## src/rtl/piso_load_ctrl_if.sv

```systemverilog
// Upstream word handshake for piso_load_ctrl.
//   in_valid : producer has a word on in_data
//   in_ready : consumer holding buffer is empty
//   in_data  : WIDTH-bit word
// master = word producer, slave = piso_load_ctrl.
interface piso_load_ctrl_if #(
    parameter int WIDTH = 4
);
    logic             in_valid;
    logic             in_ready;
    logic [WIDTH-1:0] in_data;

    modport master (output in_valid, output in_data, input in_ready);
    modport slave  (input in_valid, input in_data, output in_ready);
endinterface

```

## src/rtl/piso_load_ctrl.sv

```systemverilog
// Load/shift sequencer for a WIDTH-bit MSB-first PISO shift register.
// Words arrive over a valid/ready handshake into a one-deep holding buffer,
// are loaded into the PISO (ls=0) and then shifted out (ls=1) while
// ser_valid/ser_first/ser_last flag the bit currently on the PISO output.
// Ports:
//   clk, rst   : clock, asynchronous active-high reset (shared with the PISO)
//   up         : upstream handshake (in_valid/in_ready/in_data)
//   ls         : 0 = PISO loads pdata on next edge, 1 = shift
//   pdata      : holding register contents, drives the PISO parallel input
//   ser_valid  : PISO output carries a word bit this cycle
//   ser_first  : that bit is the MSB
//   ser_last   : that bit is the LSB
//   busy       : not idle, or a word is waiting in the buffer
//   tx_count   : number of words fully serialized, wraps
// All outputs decode registered state only; nothing depends on in_valid.
module piso_load_ctrl #(
    parameter int WIDTH = 4,
    parameter int GAP   = 0,
    parameter int CW    = 8
) (
    input  logic             clk,
    input  logic             rst,
    piso_load_ctrl_if.slave  up,
    output logic             ls,
    output logic [WIDTH-1:0] pdata,
    output logic             ser_valid,
    output logic             ser_first,
    output logic             ser_last,
    output logic             busy,
    output logic [CW-1:0]    tx_count
);
    localparam int unsigned   CNTW = (WIDTH > 2) ? $clog2(WIDTH) : 1;
    localparam logic [CNTW-1:0] LAST = CNTW'(WIDTH - 1);
    // The IDLE cycle in which the next word is loaded is itself a gap
    // cycle, so the GAP state only has to cover GAP-1 cycles. That keeps
    // the ser_valid=0 stretch between two queued words at exactly GAP.
    localparam logic [3:0] GAP_LD = (GAP >= 2) ? 4'(GAP - 2) : 4'd0;

    typedef enum logic [1:0] {S_IDLE, S_SHIFT, S_GAP} state_t;

    state_t           state;
    logic             hold_full;
    logic [WIDTH-1:0] hold_reg;
    logic [CNTW-1:0]  cnt;
    logic [3:0]       gap_cnt;
    logic             load_now;
    logic             accept;

    // GAP=0 allows a load in the LSB cycle so words stream back-to-back.
    assign load_now = hold_full &&
                      ((state == S_IDLE) ||
                       ((state == S_SHIFT) && (cnt == LAST) && (GAP == 0)));
    // Uses the registered ready, so a buffer that empties this cycle
    // cannot refill until the next one.
    assign accept   = up.in_valid && !hold_full;

    always_ff @(posedge clk or posedge rst) begin
        if (rst) begin
            state     <= S_IDLE;
            hold_full <= 1'b0;
            hold_reg  <= '0;
            cnt       <= '0;
            gap_cnt   <= '0;
            tx_count  <= '0;
        end else begin
            // load_now needs hold_full=1 and accept needs hold_full=0
            if (load_now) begin
                hold_full <= 1'b0;
            end else if (accept) begin
                hold_reg  <= up.in_data;
                hold_full <= 1'b1;
            end

            case (state)
                S_IDLE: begin
                    if (load_now) begin
                        state <= S_SHIFT;
                        cnt   <= '0;
                    end
                end
                S_SHIFT: begin
                    if (cnt != LAST) begin
                        cnt <= cnt + 1'b1;
                    end else begin
                        tx_count <= tx_count + 1'b1;
                        if (load_now) begin
                            cnt <= '0;
                        end else if (GAP >= 2) begin
                            state   <= S_GAP;
                            gap_cnt <= GAP_LD;
                        end else begin
                            state <= S_IDLE;
                        end
                    end
                end
                S_GAP: begin
                    if (gap_cnt == 4'd0) state <= S_IDLE;
                    else                 gap_cnt <= gap_cnt - 1'b1;
                end
                default: state <= S_IDLE;
            endcase
        end
    end

    assign up.in_ready = !hold_full;
    assign ls          = !load_now;
    assign pdata       = hold_reg;
    assign ser_valid   = (state == S_SHIFT);
    assign ser_first   = ser_valid && (cnt == '0);
    assign ser_last    = ser_valid && (cnt == LAST);
    assign busy        = (state != S_IDLE) || hold_full;
endmodule

```

## src/flat_wrapper.sv

```systemverilog
// flat-port wrapper written by rule: the top's interface ports become plain ports
module piso_load_ctrl_flat 
#(
    parameter int WIDTH = 4,
    parameter int GAP   = 0,
    parameter int CW    = 8
)
  (clk, rst, ls, pdata, ser_valid, ser_first, ser_last, busy, tx_count, up_in_valid, up_in_data, up_in_ready);
  piso_load_ctrl_if #(.WIDTH(WIDTH)) up_i ();
  input  logic clk;
  input  logic rst;
  output logic ls;
  output logic [WIDTH-1:0] pdata;
  output logic ser_valid;
  output logic ser_first;
  output logic ser_last;
  output logic busy;
  output logic [CW-1:0] tx_count;
  input wire logic [$bits(up_i.in_valid)-1:0] up_in_valid;
  input wire logic [$bits(up_i.in_data)-1:0] up_in_data;
  output wire logic [$bits(up_i.in_ready)-1:0] up_in_ready;
  assign up_i.in_valid = up_in_valid;
  assign up_i.in_data = up_in_data;
  assign up_in_ready = up_i.in_ready;
  piso_load_ctrl #(.WIDTH(WIDTH), .GAP(GAP), .CW(CW)) u_core (.clk(clk), .rst(rst), .up(up_i), .ls(ls), .pdata(pdata), .ser_valid(ser_valid), .ser_first(ser_first), .ser_last(ser_last), .busy(busy), .tx_count(tx_count));
endmodule
```

## config.mk

```make
export PLATFORM = sky130hd
export DESIGN_NAME = piso_load_ctrl_flat
export DESIGN_NICKNAME = d
export VERILOG_FILES = /design/src/rtl/piso_load_ctrl_if.sv /design/src/rtl/piso_load_ctrl.sv /design/src/flat_wrapper.sv
export SDC_FILE = /design/constraint.sdc
export NUM_CORES = 1
export LEC_CHECK = 0
export CORE_ASPECT_RATIO = 1.5
export CORE_MARGIN = 3
export CORE_UTILIZATION = 35
export DETAILED_ROUTE_END_ITERATION = 12
export MAX_ROUTING_LAYER = met4
export PLACE_DENSITY = 0.72
export SLEW_MARGIN = 20
export SYNTH_ARGS = -nofsm -noshare
export SYNTH_HDL_FRONTEND = slang
export SYNTH_SLANG_ARGS = --single-unit
```

## constraint.sdc

```tcl
create_clock -name clk -period 2.4 [get_ports clk]
set_input_delay 0.36 -clock clk [delete_from_list [all_inputs] [get_ports clk]]
set_output_delay 0.36 -clock clk [all_outputs]
set_load 0.01 [all_outputs]
```

==> results of run 1 <==
[registers in the layout (all words and copies together), names as in the netlist]
| signal | cells |
|---|---|
| u_core.tx_count | 8 |
| u_core.pdata | 4 |
| u_core.cnt | 2 |
| u_core.hold_full | 1 |
| u_core.state | 1 |
[routing by layer]
layer | vias up | GRT usage
li1 | 243 | -
met1 | 244 | 0.135
met2 | 22 | 0.205
met3 | 0 | 0.0259
met4 | 0 | 0.0647
met5 | - | -
[area by class of cell]
| type | instances | area [µm²] |
|---|---|---|
| Clock buffer | 4 | 36.3 |
| Multi-Input combinational cell | 37 | 307 |
| Tap cell | 21 | 26.3 |
| Inverter | 5 | 18.8 |
| Timing Repair Buffer | 24 | 240 |
| Sequential cell | 16 | 400 |
| Fill cell | 171 | 873 |
[report_power, final]
part           total [µW]  internal [µW]  leakage [µW]  switching [µW]
Clock                 175           92.3     0.0000210            83.1
Combinational         636            380      0.000254             256
Sequential            496            384      0.000196             111
Total                1310            857      0.000471             450
[worst reg2reg max path, cell delays in order (launching register included)]
cell	delay, ns
dfrtp_1	0.40
ha_1	0.25
nand2_1	0.15
mux2_1	0.34
[cells by family after synthesis]
logic type | after synthesis
XOR/XNOR | 7
buffers and inverters | 5
multiplexers | 5
AND/OR/NAND/NOR | 19
flip-flops | 16
adder cells (fa/ha/maj) | 3
AO/OA/AOI/OAI | 3
[per-stage QoR]
stage / instances / area, µm² / worst slack [ns] / util
2_1_floorplan: 58 / 726 / 1.03 / -
3_3_place_gp: 103 / 992 / 0.530 / 0.522
3_5_place_dp: 103 / 992 / 0.506 / 0.522
4_1_cts: 107 / 1030 / 0.163 / 0.541
5_1_grt: 107 / 1030 / 0.0909 / 0.541
6_report: 107 / 1030 / 0.173 / 0.541
[layout by cell type, fill, tap and decap left out]
cell	instances
clkdlybuf4s50_1	24
dfrtp_1	16
nand2_1	7
inv_1	5
mux2_1	5
xnor2_1	5
ha_1	3
clkbuf_4	3
xor2_1	2
nand3_2	1
and4_4	1
and2b_4	1
or2_4	1
nor2_1	1
and3_1	1
nor3_2	1
nor2b_2	1
o21ai_2	1
nand2b_1	1
and2_1	1
or2_2	1
o31ai_1	1
a21o_2	1
nand4_2	1
clkbuf_8	1
[worst max path at each step]
| stage | to | slack [ns] |
|---|---|---|
| after global placement | ls | 0.53 |
| after CTS | ls | 0.16 |
| after floorplan | ls | 1.03 |
| final | ls | 0.17 |
| after global routing | ls | 0.09 |
| after detailed placement | ls | 0.51 |
==> flow_metrics.py, run 1 <==
metrics = {
    "run_status": {
        "status": "finished clean",
    },
    "critical_path": {
        "reg2reg_depth": 3,
        "slowest_stage": "clkdlybuf4s50_1",
        "cp_cell_sequence": "ha_1 > and2b_4 > nand2b_1 > clkdlybuf4s50_1",
        "rr_startpoint": "u_core.cnt[0]",
        "r2r_slack_ns": 1.15,
        "cp-startpoint": "u_core.cnt[0]",
        "critPathCaptureType": "primary output",
        "cp.depth": 4,
        "critPathArrivalTime_ns": 1.87,
        "path_buf_inv": 1,
        "startpoint_type": "flip-flop",
        "path_max_fanout": 6,
        "required_ns": 2.04,
        "path_delay_family": "buffers and inverters",
        "r2r_end": "u_core.tx_count[1]",
        "cpPeakStageDelay_ns": 0.53,
        "path_class": "flip-flop to primary output",
    },
    "power": {
        "vdd_ir_drop_max_v": 0.000811,
        "finalPower_uw": 1310,
        "power_density_mw_per_mm2": 1270,
        "p_leak_uw": 0.000471,
    },
    "routing": {
        "ant_nets": 0,
        "dr_wl_met3_um": 95,
        "drt_wl_total_mm": 1.34,
        "top_layer": "met3",
        "wl_per_cell_um": 12.6,
        "viasPerCell": 4.76,
        "drt_first_pass_iters": 4,
        "drtIter0Drc": 1,
        "wl_met1_um": 547,
        "num_vias": 509,
        "post-route-drc-count": 0,
        "met2_length_um": 700,
    },
    "global_routing": {
        "grt_max_degree": 17,
        "grt_pass1_vias": 547,
        "grt_pass1_wl_mm": 2.35,
        "antenna_found_initial": 0,
        "gr-usage-all-layers": 0.122,
        "overflow": 0,
    },
    "sta": {
        "fin_crit_ns": 2.23,
        "finalSetupViolations": 0,
        "finClkSkew_ns": 0.00315,
        "max_freq_mhz": 449,
        "setup_tns_ns": 0,
        "hold_ws_ns": 0.434,
        "slew_headroom": 0.599,
        "rsz0062_at_grt": "no",
        "hold_violations": 0,
        "fin_crit_sh": 0.928,
        "tightest_slew_ns": 0.600,
        "slew_violations": 0,
    },
    "yosys": {
        "synth_fa_ha_area_frac": 0.0517,
        "synth_cell_types": 22,
        "postSynthCellCount": 58,
        "synth_top_area_frac": 0.552,
        "synth-seq-area-share": 0.552,
        "yosysWarnings": 0,
        "synth_top_family_by_area": "simple AND/OR/NAND/NOR gates",
        "synth_area_um2": 726,
        "synth_area_leaders": "dfrtp_1 55%, mux2_1 7.8%, xnor2_1 6.0%",
        "synth_commonest_cells": "16 x dfrtp_1, 7 x nand2_1, 5 x inv_1, 5 x mux2_1, 5 x xnor2_1",
        "post-synth-top-count-cell": "dfrtp_1",
        "synth_mux_area_frac": 0.0776,
        "synth-simple-area-share": 0.174,
        "synth_top_area_cell": "dfrtp_1",
        "ys_ff_latch": 16,
        "ys_async_sr_fraction": 1.00,
        "synth.net_count": 68,
        "synth_compound_area_frac": 0.0345,
        "avgSynthCellArea_um2": 12.5,
        "synth-edff-count": 0,
        "synth_xor_area_frac": 0.0845,
        "synth_ff_type": "dfrtp_1",
    },
    "die": {
        "dieHeight_um": 61.8,
        "die_area_mm2": 0.00267,
        "die_w_um": 43.2,
        "num_rows": 19,
        "initial_core_util": 0.382,
        "core_mm2": 0.00190,
        "pin_count": 25,
    },
    "min_path": {
        "hold_class": "input pin to async pin",
    },
    "place": {
        "place_hpwl_mm": 1.03,
        "io_buffers": 24,
        "gp_congestion": 0.681,
    },
    "clock_tree": {
        "clkLatencyLatePin_ns": 0.28,
        "clock_sinks": 16,
        "cts_resized": 0,
        "h-tree-depth": 1,
        "cts_buffers": 3,
        "clockBufferDepth": 2,
        "holdBufCountCts": 0,
        "tritoncts": "done",
        "clk_pin_slew_ns": 0.09,
        "root_buffer": "clkbuf_4",
        "post-cts-setup-buffer-count": 0,
    },
    "finish": {
        "finalNetCount": 97,
        "drive_above_1_share": 0.163,
        "areaGrowthSynthToFinish_pct": 41.7,
        "antenna_cells": 0,
    },
    "job": {
        "cap_violations": 0,
    },
}
No activity file was read; power rests on OpenSTA's default activity.
==> run 2: changes to the inputs <==
- CELL_PAD_IN_SITES_DETAIL_PLACEMENT: unset -> 0
- CELL_PAD_IN_SITES_GLOBAL_PLACEMENT: unset -> 1
- CORE_UTILIZATION: 35 -> 36
- PLACE_DENSITY: 0.72 -> 0.9
==> flow_metrics.py, run 2 (same netlist as run 1, synthesis figures left out) <==
metrics = {
    "finish": {
        "layout_commonest_cell": "clkdlybuf4s50_1",
        "multi_input_area_um2": 307,
        "drive_above_1_share": 0.163,
        "final_cell_mix": "24 x clkdlybuf4s50_1, 16 x dfrtp_1, 7 x nand2_1",
        "areaGrowthSynthToFinish_pct": 41.7,
        "regArea_um2": 400,
        "largest_register_ff_count": 8,
        "largest_register": "u_core.tx_count",
        "finalNetCount": 97,
        "fillers": 173,
        "antenna_cells": 0,
    },
    "sta": {
        "tightest_slew_ns": 0.601,
        "max_freq_mhz": 452,
        "finalSetupViolations": 0,
        "fin_crit_ns": 2.21,
        "fin_crit_sh": 0.922,
        "slew_headroom": 0.599,
        "slew_violations": 0,
        "setup_tns_ns": 0,
        "hold_violations": 0,
        "hold_ws_ns": 0.429,
        "rsz0062_at_grt": "no",
        "fin_ws_ns": 0.188,
        "finClkSkew_ns": 0.00173,
    },
    "routing": {
        "drt_first_pass_iters": 2,
        "ant_nets": 0,
        "drtIter0Drc": 8,
        "viasPerCell": 4.73,
        "num_vias": 506,
        "post-route-drc-count": 0,
        "drt_wl_total_mm": 1.28,
        "wl_per_cell_um": 11.9,
    },
    "critical_path": {
        "required_ns": 2.04,
        "slowest_stage": "clkdlybuf4s50_1",
        "r2r_slack_ns": 1.16,
        "path_max_fanout": 6,
        "cpPeakStageDelay_ns": 0.53,
        "path_buf_inv": 1,
        "cp.depth": 4,
        "path_class": "flip-flop to primary output",
        "reg2reg_depth": 3,
        "path_delay_family": "buffers and inverters",
        "startpoint_type": "flip-flop",
        "critPathArrivalTime_ns": 1.85,
        "critPathCaptureType": "primary output",
        "cp_cell_sequence": "ha_1 > and2b_4 > nand2b_1 > clkdlybuf4s50_1",
    },
    "die": {
        "num_rows": 19,
        "die_area_mm2": 0.00260,
        "core_mm2": 0.00188,
        "pin_count": 25,
        "initial_core_util": 0.386,
        "die_w_um": 42.7,
        "dieHeight_um": 61.0,
    },
    "power": {
        "power.switching_uw": 449,
        "power_density_mw_per_mm2": 1270,
        "pwr-share-clk": 0.137,
        "finalPower_uw": 1310,
        "p_leak_uw": 0.000471,
        "p_int_uw": 858,
        "p_sw_frac": 0.343,
        "power_frac_comb": 0.487,
        "vdd_ir_drop_max_v": 0.000615,
        "seq_power_share": 0.376,
    },
    "place": {
        "io_buffers": 24,
        "gp_congestion": 0.740,
        "pre_cts_ws_ns": 0.510,
        "place_hpwl_mm": 1.01,
    },
    "clock_tree": {
        "h-tree-depth": 1,
        "cts_resized": 0,
        "clk_pin_slew_ns": 0.09,
        "root_buffer": "clkbuf_4",
        "clock_sinks": 16,
        "post-cts-setup-buffer-count": 0,
        "holdBufCountCts": 0,
        "cts_buffers": 3,
        "tritoncts": "done",
        "clkLatencyLatePin_ns": 0.29,
        "clockBufferDepth": 2,
    },
    "global_routing": {
        "gr-usage-all-layers": 0.118,
        "grt_pass1_vias": 532,
        "overflow": 0,
        "grt_pass1_wl_mm": 2.21,
        "grt_max_degree": 17,
        "antenna_found_initial": 0,
    },
    "min_path": {
        "hold_class": "input pin to async pin",
    },
    "job": {
        "cap_violations": 0,
    },
    "run_status": {
        "status": "finished clean",
    },
}
==> run 2: cell counts in the layout (fill, tap and decap cells not counted) <==
No cell type changed its count.
==> run 2: metrics by stage <==
stage / utilization / instances / area (µm²)
2_1_floorplan: - / 58 / 726
3_3_place_gp: 0.528 / 103 / 992
3_5_place_dp: 0.528 / 103 / 992
4_1_cts: 0.548 / 107 / 1030
5_1_grt: 0.548 / 107 / 1030
6_report: 0.548 / 107 / 1030
==> run 2: path summary, 6_finish.rpt <==
path	startpoint	to
min in group clk	u_core.tx_count[7]	u_core.tx_count[7]
setup reg to reg	u_core.cnt[0]	u_core.tx_count[1]
hold reg to reg	u_core.tx_count[7]	u_core.tx_count[7]
max in group asynchronous	rst	u_core.tx_count[4]
hold / removal	rst	u_core.pdata[3]
setup / recovery	u_core.cnt[0]	ls
==> run 2: cell type report <==
cell class              count  area share
flip-flops and latches     16       0.389
multi-input cells          37       0.298
repair buffers             24       0.234
clock buffers               4      0.0353
well taps                  21      0.0255
inverters                   5      0.0182
==> run 2: layer usage <==
metal,routed length (µm),GRT usage,up-vias
li1,-,-,245
met1,529,0.125,244
met2,675,0.215,15
met3,54,0.0178,2
met4,19,0.0533,0
met5,0,-,-
==> run 2: power groups by stage <==
stage | clock network, µW | registers, µW | logic [µW]
floorplan | 0 | 521 | 295
global placement | 0 | 496 | 632
detailed placement | 0 | 501 | 641
CTS | 186 | 495 | 650
global route | 199 | 515 | 699
finish | 179 | 492 | 636
